### src/rtl/pc_gen_if.sv
// pc_gen_if: the front-end request/response bundle around the fetch PC
// generator.
//   Requests from the pipeline into the generator:
//     stall_if              hold the current fetch PC
//     redirect_valid/_pc    mispredict correction from EX
//     trap_valid/trap_vec   trap entry request and handler address
//     upd_valid/_pc/_target/_taken   BTB training from EX
//   Responses from the generator:
//     pc                    registered fetch PC
//     pred_taken            combinational BTB hit for pc
//     pred_target           BTB target for pc (0 on a miss)
//     misalign              one-cycle flag: last redirect target was misaligned
// Modports: master drives the requests (pipeline or bench), slave is pc_gen.
interface pc_gen_if #(
  parameter int unsigned XLEN = 32
) ();

  logic            stall_if;
  logic            redirect_valid;
  logic [XLEN-1:0] redirect_pc;
  logic            trap_valid;
  logic [XLEN-1:0] trap_vec;
  logic            upd_valid;
  logic [XLEN-1:0] upd_pc;
  logic [XLEN-1:0] upd_target;
  logic            upd_taken;

  logic [XLEN-1:0] pc;
  logic            pred_taken;
  logic [XLEN-1:0] pred_target;
  logic            misalign;

  modport master (
    output stall_if, redirect_valid, redirect_pc, trap_valid, trap_vec,
           upd_valid, upd_pc, upd_target, upd_taken,
    input  pc, pred_taken, pred_target, misalign
  );

  modport slave (
    input  stall_if, redirect_valid, redirect_pc, trap_valid, trap_vec,
           upd_valid, upd_pc, upd_target, upd_taken,
    output pc, pred_taken, pred_target, misalign
  );

endinterface

### src/rtl/pc_gen.sv
// pc_gen: fetch program-counter generator with a direct-mapped BTB.
//   clk   rising-edge clock for all state
//   rst   asynchronous active-low reset: pc=RESET_PC, misalign=0, BTB empty
//   bus   pc_gen_if slave port (requests in, pc/prediction/misalign out)
// Next-PC priority: trap > redirect > stall > BTB prediction > pc + IALIGN.
// The BTB is indexed by pc[L+I-1:L] and tagged with pc[XLEN-1:L+I], where
// L = log2(IALIGN) and I = log2(BTB_ENTRIES). Training writes land at the
// clock edge, so a lookup in the same cycle still sees the old entry.
module pc_gen #(
  parameter int unsigned     XLEN        = 32,
  parameter logic [XLEN-1:0] RESET_PC    = '0,
  parameter int unsigned     IALIGN      = 4,
  parameter int unsigned     BTB_ENTRIES = 8
) (
  input  logic     clk,
  input  logic     rst,
  pc_gen_if.slave  bus
);

  localparam int unsigned     L          = $clog2(IALIGN);
  localparam int unsigned     I          = $clog2(BTB_ENTRIES);
  localparam int unsigned     TAG_W      = XLEN - L - I;
  localparam logic [XLEN-1:0] ALIGN_MASK = ~XLEN'(IALIGN - 1);
  localparam logic [XLEN-1:0] PC_STEP    = XLEN'(IALIGN);

  logic [XLEN-1:0]        pc_q, pc_d;
  logic                   misalign_q, misalign_d;
  logic [BTB_ENTRIES-1:0] btb_valid_q, btb_valid_d;
  logic [TAG_W-1:0]       btb_tag_q    [BTB_ENTRIES];
  logic [XLEN-1:0]        btb_target_q [BTB_ENTRIES];

  logic [I-1:0]     rd_idx, upd_idx;
  logic [TAG_W-1:0] rd_tag, upd_tag;
  logic             hit;
  logic [XLEN-1:0]  hit_target;
  logic             upd_write;

  // The sub-alignment bits of a branch PC never select a BTB entry.
  logic unused_upd_low;
  assign unused_upd_low = ^bus.upd_pc[L-1:0];

  // ---------------------------------------------------------------- lookup
  assign rd_idx     = pc_q[L+I-1:L];
  assign rd_tag     = pc_q[XLEN-1:L+I];
  assign hit        = btb_valid_q[rd_idx] && (btb_tag_q[rd_idx] == rd_tag);
  assign hit_target = hit ? (btb_target_q[rd_idx] & ALIGN_MASK) : '0;

  assign upd_idx    = bus.upd_pc[L+I-1:L];
  assign upd_tag    = bus.upd_pc[XLEN-1:L+I];
  assign upd_write  = bus.upd_valid && bus.upd_taken;

  assign bus.pc          = pc_q;
  assign bus.pred_taken  = hit;
  assign bus.pred_target = hit_target;
  assign bus.misalign    = misalign_q;

  // --------------------------------------------------------------- next PC
  always_comb begin
    // NOTE: every always_comb output gets a default first so no path can
    // leave it unassigned and infer a latch.
    pc_d       = pc_q + PC_STEP;
    misalign_d = 1'b0;

    // Flushes from later stages beat the front-end hold.
    if (bus.trap_valid) begin
      pc_d = bus.trap_vec & ALIGN_MASK;
    end else if (bus.redirect_valid) begin
      pc_d       = bus.redirect_pc & ALIGN_MASK;
      misalign_d = (bus.redirect_pc[L-1:0] != '0);
    end else if (bus.stall_if) begin
      pc_d = pc_q;
    end else if (hit) begin
      pc_d = hit_target;
    end
  end

  // ------------------------------------------------------------ BTB valids
  always_comb begin
    btb_valid_d = btb_valid_q;
    if (bus.upd_valid) begin
      if (bus.upd_taken) begin
        btb_valid_d[upd_idx] = 1'b1;
      end else if (btb_tag_q[upd_idx] == upd_tag) begin
        // A not-taken outcome only evicts the branch it belongs to.
        btb_valid_d[upd_idx] = 1'b0;
      end
    end
  end

  // ------------------------------------------------------------------ state
  always_ff @(posedge clk or negedge rst) begin
    if (!rst) begin
      pc_q        <= RESET_PC;
      misalign_q  <= 1'b0;
      btb_valid_q <= '0;
    end else begin
      // NOTE: sequential state uses non-blocking assignments so every flop
      // samples the pre-edge values regardless of statement order.
      pc_q        <= pc_d;
      misalign_q  <= misalign_d;
      btb_valid_q <= btb_valid_d;
    end
  end

  // NOTE: tag/target storage is deliberately not reset; the valid bits
  // gate every use, so clearing the array would only cost reset fan-out.
  always_ff @(posedge clk) begin
    if (upd_write) begin
      btb_tag_q[upd_idx]    <= upd_tag;
      btb_target_q[upd_idx] <= bus.upd_target;
    end
  end

endmodule

### src/flat_wrapper.sv
// flat-port wrapper written by rule: the top's interface ports become plain ports
module pc_gen_flat 
#(
  parameter int unsigned     XLEN        = 32,
  parameter logic [XLEN-1:0] RESET_PC    = '0,
  parameter int unsigned     IALIGN      = 4,
  parameter int unsigned     BTB_ENTRIES = 8
)
  (clk, rst, bus_stall_if, bus_redirect_valid, bus_redirect_pc, bus_trap_valid, bus_trap_vec, bus_upd_valid, bus_upd_pc, bus_upd_target, bus_upd_taken, bus_pc, bus_pred_taken, bus_pred_target, bus_misalign);
  pc_gen_if #(.XLEN(XLEN)) bus_i ();
  input  logic clk;
  input  logic rst;
  input wire logic [$bits(bus_i.stall_if)-1:0] bus_stall_if;
  input wire logic [$bits(bus_i.redirect_valid)-1:0] bus_redirect_valid;
  input wire logic [$bits(bus_i.redirect_pc)-1:0] bus_redirect_pc;
  input wire logic [$bits(bus_i.trap_valid)-1:0] bus_trap_valid;
  input wire logic [$bits(bus_i.trap_vec)-1:0] bus_trap_vec;
  input wire logic [$bits(bus_i.upd_valid)-1:0] bus_upd_valid;
  input wire logic [$bits(bus_i.upd_pc)-1:0] bus_upd_pc;
  input wire logic [$bits(bus_i.upd_target)-1:0] bus_upd_target;
  input wire logic [$bits(bus_i.upd_taken)-1:0] bus_upd_taken;
  output wire logic [$bits(bus_i.pc)-1:0] bus_pc;
  output wire logic [$bits(bus_i.pred_taken)-1:0] bus_pred_taken;
  output wire logic [$bits(bus_i.pred_target)-1:0] bus_pred_target;
  output wire logic [$bits(bus_i.misalign)-1:0] bus_misalign;
  assign bus_i.stall_if = bus_stall_if;
  assign bus_i.redirect_valid = bus_redirect_valid;
  assign bus_i.redirect_pc = bus_redirect_pc;
  assign bus_i.trap_valid = bus_trap_valid;
  assign bus_i.trap_vec = bus_trap_vec;
  assign bus_i.upd_valid = bus_upd_valid;
  assign bus_i.upd_pc = bus_upd_pc;
  assign bus_i.upd_target = bus_upd_target;
  assign bus_i.upd_taken = bus_upd_taken;
  assign bus_pc = bus_i.pc;
  assign bus_pred_taken = bus_i.pred_taken;
  assign bus_pred_target = bus_i.pred_target;
  assign bus_misalign = bus_i.misalign;
  pc_gen #(.XLEN(XLEN), .RESET_PC(RESET_PC), .IALIGN(IALIGN), .BTB_ENTRIES(BTB_ENTRIES)) u_core (.clk(clk), .rst(rst), .bus(bus_i));
endmodule
### config.mk
export PLATFORM = sky130hd
export DESIGN_NAME = pc_gen_flat
export DESIGN_NICKNAME = d
export VERILOG_FILES = /design/src/rtl/pc_gen_if.sv /design/src/rtl/pc_gen.sv /design/src/flat_wrapper.sv
export SDC_FILE = /design/constraint.sdc
export NUM_CORES = 1
export LEC_CHECK = 0
export ABC_CLOCK_PERIOD_IN_PS = 7800
export BUFFER_PORTS_ARGS = -buffer_cell sky130_fd_sc_hd__buf_2
export CORE_MARGIN = 2
export CORE_UTILIZATION = 31
export CTS_CLUSTER_DIAMETER = 40
export DETAILED_ROUTE_END_ITERATION = 8
export GPL_TIMING_DRIVEN = 0
export SYNTH_ARGS = -nofsm -noshare
export SYNTH_HDL_FRONTEND = slang
export SYNTH_SLANG_ARGS = --single-unit
### constraint.sdc
create_clock -name clk -period 7.8 [get_ports clk]
set_input_delay 1.17 -clock clk [delete_from_list [all_inputs] [get_ports clk]]
set_output_delay 1.17 -clock clk [all_outputs]
set_load 0.02 [all_outputs]
# == Word-level counts from Yosys, hierarchy flattened ==
# Memory sizes are Yosys's and may differ from the RTL's.
# Cells that the tools add are included.
# Widths: inputs -> output; s select.
# word_totals
ramBits,472
in_bits,135
register_bits,41
elab_cells,36
memories,2
# memory_table
name,words,width,rd,rd_clocked_by_memory_dff,write_ports,line_no,text
u_core.btb_target_q,8,32,1,0,1,pc_gen.sv:30,logic [XLEN-1:0] btb_target_q [BTB_ENTRIES];
u_core.btb_tag_q,8,27,2,0,1,pc_gen.sv:29,logic [TAG_W-1:0] btb_tag_q [BTB_ENTRIES];
# op_classes
reduce_logical,6
eq_ne,3
bitwise,3
addsub,1
magnitude_cmp,3
n_mux,15
# op_table
op,n
$mux 32,5
$eq 27x27->1,2
$add 32x3->32 const B,1
$mux 8,2
$and 8x8->8,1
$lt 3x4->1 const B,2
$not 8->8,1
$or 8x8->8,1
$mux 1,6
$reduce_bool 2->1,2
$bmux 1 s3,1
$demux 1 s3,1
$ge 3x1->1 const B,1
$logic_and 1x1->1,3
$ne 3x1->1 const B,1
$reduce_and 2->1,1

# == Depth between registers and ports, before layout ==
# depth
ltp_word,8
mapped_depth,12

# == Least setup slack after synthesis ==
# Ideal clock, no wire load.
# synth_path
path_kind,input to register
startpoint,input port bus_upd_pc[3]
endpoint,"memory u_core.btb_tag_q[2][0] (netlist bit), enable pin"
t_arrival_ps,6275
setup_time_ps,544
path_buffers,3
slack_ps,981
stages,5
path_cell_list,buf_2 buf_1 clkbuf_1 nand3_1 nor3_1
# synth_rtl
element,line_no,text
start: declaration,flat_wrapper.sv:19,input wire logic [$bits(bus_i.upd_pc)-1:0] bus_upd_pc;
end: declaration,pc_gen.sv:29,
# No word-level cell before the write port.

# == Worst setup path in the final report ==
# layout_path
startpoint,"register u_core.pc_q[3], in the netlist u_core.bus.pc[3]"
endpoint,output port bus_pred_target[6]
# layout_via
elab_chain_cells,4
elab_cells_between_ends,7
# layout_rtl
element,line_no,text
start: declaration,pc_gen.sv:26,"logic [XLEN-1:0] pc_q, pc_d;"
start signal: assignment,pc_gen.sv:99,pc_q <= pc_d;
$mem_v2 8x27 / $bmux 1 s3 (equally long branches),-,
$eq 27x27->1 / $mux 1 (equally long branches),pc_gen.sv:45,assign hit = btb_valid_q[rd_idx] && (btb_tag_q[rd_idx] == rd_tag);
$logic_and 1x1->1,pc_gen.sv:45,
$mux 32 *,pc_gen.sv:46,assign hit_target = hit ? (btb_target_q[rd_idx] & ALIGN_MASK) : '0;
end: declaration,flat_wrapper.sv:24,output wire logic [$bits(bus_i.pred_target)-1:0] bus_pred_target;
# Every way passes the cells marked *; elsewhere a longest branch is shown, timed or not. The select of a mux whose other input is x is not followed.

==> results.ini <==
[detailed_routing]
drcViolationCount=0
drt_iter0_drc=1670
ant_nets=0
routed_wl_mm=74.1
first_pass_iters=5
num_vias=14600
wire_per_inst_um=27.7
vias_per_cell=5.48

[yosys]
syn_inst=1394
synthFlopType=edfxtp_1
synth_top_area_share_pct=60.1
yosys_warnings=0
post-synth-top-area-cell=edfxtp_1
synth_seq_cells=495
ys_async_sr_fraction_pct=7.88
synth_area_um2=22800
synth-edff-count=456
yosysSeqAreaShare_pct=64.3
yosysUniqueCellTypes=56
synth_area_leaders=edfxtp_1 (60%), mux4_2 (13%), dfrtp_1 (4.3%), mux2i_1 (4.2%), a221oi_1 (1.7%)
postSynthAreaPerCell_um2=16.4

[cts]
clk_latency_ns=0.61
cts_root_buf=clkbuf_16
clock_path_buffers=3
post-cts-setup-buffer-count=0
cts_tree=done
cts_buffers=52
clk_pin_slew_ns=0.06
cts-resized-gates=0
cts_sinks=495
h-tree-depth=2
hold_buffers=0

[global_route]
antenna_found_initial=15
grt_max_degree=40
grt_pass1_wl_mm=104
grt_pass1_vias=14600
grtUsageTotal_pct=19.3
grt_overflow=0

[critical_path]
critPathBufInv=6
cp_slowest_cell=dfrtp_1
path_cells=buf_2 -> buf_2 -> buf_1 -> mux2i_1 -> xor2_1 -> nand4_1 -> nor2_1 -> nand4_2 -> buf_2 -> clkbuf_1 -> nor2_1 -> buf_2
worstSetupPathType=reg2out
cpMostUsedCell=buf_2
critPathMaxFanout=10
reg2regPathDepth=11
r2r_setup_slack_ns=3.44
max_stage_delay_ns=0.75
path_delay_family=buffers and inverters
r2r_start=u_core.bus.pc[3]$_DFFE_PN0P_
critPathCaptureType=output port
crit_arrival_ns=5.40
required_ns=6.63
worst_setup_path_start_kind=flop
r2r-end=u_core.bus.pc[2]$_DFFE_PN0P_

[pwr]
p_comb_share_pct=14.4
pwr-share-clk_pct=38.9
switching_power_mw=1.67
pwr_density_cell_nw_per_um2=239
peakVddDrop_v=0.000179
seq_power_share_pct=46.7
p_total_mw=6.51
internal_power_mw=4.84
swShare_pct=25.6
power.leakage_nw=9.52

[status]
status=finished clean

[min_path]
hold_start=u_core.btb_valid_q[5]$_DFFE_PN0P_
hold_path_end=u_core.btb_valid_q[5]$_DFFE_PN0P_
hold_depth=2
min_path_type=reg2reg

[floorplanning]
io_pins=201
start_util_pct=31.3
die-area_um2=75700
die_h_um=275
dieWidth_um=275
fp-row-count=99
core_um2=72800

[timing]
fmax_mhz=152
rsz0062_at_grt=no
min_period_over_period_pct=84.3
finalMaxSlewViolations=0
worstMarginPinSlew_ns=1.31
relSlewSlack_pct=12.6
hold_violations=0
fin_tns_setup_ns=0
finClkSkew_ns=0.0246
setup_violations=0
min_period_ns=6.57

[finish]
finish.net_count=1801
final_cell_area_um2=27200
areaGrowthSynthToFinish_pct=19.3
drive_gt1_share_pct=31.2

[placement]
hpwl_mm=52.8
globalplace.congestion=0.847
portBuffers=185
place_area_um2=25500

[job]
drv_cap=0

## placed cells by master, fill, tap and decap left out, drive strengths merged, types with 8 or more instances in the layout
cell type and count:
edfxtp 456, buf 267, mux4 128, clkbuf 110, nor2 103, mux2i 96
a21oi 64, mux2 46, a221oi 45, xor2 39, dfrtp 39, xnor2 37
inv 31, nand2 28, clkinv 21, nor2b 19, a22oi 18, o21ai 17
o22ai 17, nand3 15, nand4 15, a31oi 11, a211oi 8, bufinv 8
## synth_stat cells, drive strengths merged (2+ instances only)
library cell / n
a211oi: 8
a21oi: 64
a221o: 2
a221oi: 45
a22o: 7
a22oi: 18
a31oi: 11
and2: 5
and3: 3
and4: 3
buf: 53
clkbuf: 52
dfrtp: 39
edfxtp: 456
inv: 28
mux2: 46
mux2i: 96
mux4: 128
nand2: 28
nand2b: 3
nand3: 15
nand4: 15
nor2: 103
nor2b: 19
nor3: 7
nor4: 6
o211ai: 2
o21ai: 17
o221ai: 2
o22ai: 17
or2: 3
or3: 4
xnor2: 37
xor2: 39
## cell families after synthesis
| family | after synthesis | share of synthesized area (%) |
|---|---|---|
| fa+ha+maj | 1 | 0.0549 |
| compound gates | 200 | 6.04 |
| other cells | 1 | 0.0164 |
| flops | 495 | 64.3 |
| buf+inv | 134 | 2.61 |
| mux | 270 | 19.4 |
| xor+xnor | 76 | 2.92 |
| simple gates | 217 | 4.59 |
## tightest hold or removal path, cell delays in order (launching register included)
cell and delay [ns]:
dfrtp_1 0.38, nor2_1 0.10, a31oi_1 0.04
## through the flow
stage / cells / hold WS (ns) / util [%] / worst slack (ns)
CTS: 2664 / 0.560 / 37.3 / 1.34
global placement: 2541 / 0.533 / 34.2 / -4.94
detailed placement: 2570 / 0.547 / 34.9 / 1.99
global route: 2669 / 0.578 / 37.4 / 1.22
finish: 2670 / 0.567 / 37.4 / 1.23
floorplan: 1397 / 0.514 / - / 0.981
## routing by layer
layer / vias to the layer above / routed length [um] / track usage (%)
met1: 7559 / 29400 / 25.0
met4: 14 / 2680 / 7.82
met5: - / 87 / 0
met2: 780 / 35000 / 30.5
met3: 155 / 6920 / 5.29
li1: 6119 / - / -
## worst max-delay path by stage
| stage | start | end | slack, ns | cells after the start |
|---|---|---|---|---|
| floorplan | bus_upd_pc[3] | u_core.btb_tag_q[2][0]$_DFFE_PP_ | 0.98 | 5 |
| global placement | bus_upd_pc[3] | u_core.btb_target_q[2][4]$_DFFE_PP_ | -4.94 | 5 |
| detailed placement | u_core.bus.pc[3]$_DFFE_PN0P_ | bus_pred_target[12] | 1.99 | 12 |
| CTS | u_core.bus.pc[3]$_DFFE_PN0P_ | bus_pred_target[6] | 1.34 | 12 |
| global route | u_core.bus.pc[3]$_DFFE_PN0P_ | bus_pred_target[8] | 1.22 | 12 |
| finish | u_core.bus.pc[3]$_DFFE_PN0P_ | bus_pred_target[6] | 1.23 | 12 |
## cell type report
type | count | area, um2
Tap cell | 959 | 1200
Inverter | 29 | 109
Fill cell | 6839 | 45600
Timing Repair Buffer | 214 | 1390
Clock buffer | 58 | 1320
Antenna cell | 6 | 15.0
Buffer | 105 | 487
Clock inverter | 36 | 415
Multi-Input combinational cell | 768 | 7600
Sequential cell | 495 | 14700
## power groups by stage
stage | Sequential [mW] | Combinational, mW | Clock (mW)
after floorplan | 3.09 | 0.565 | 0
after CTS | 3.04 | 0.941 | 2.56
after global placement | 3.09 | 0.919 | 0
after global routing | 3.04 | 0.996 | 2.65
after detailed placement | 3.09 | 0.938 | 0
final | 3.04 | 0.940 | 2.53
## state kept, by name, summed over array words and instances, names as in the netlist
signal / flops
u_core.bus.misalign: 1
u_core.btb_valid_q: 8
u_core.btb_target_q: 240
u_core.btb_tag_q: 216
u_core.bus.pc: 30
(Power assumes the default switching activity.)
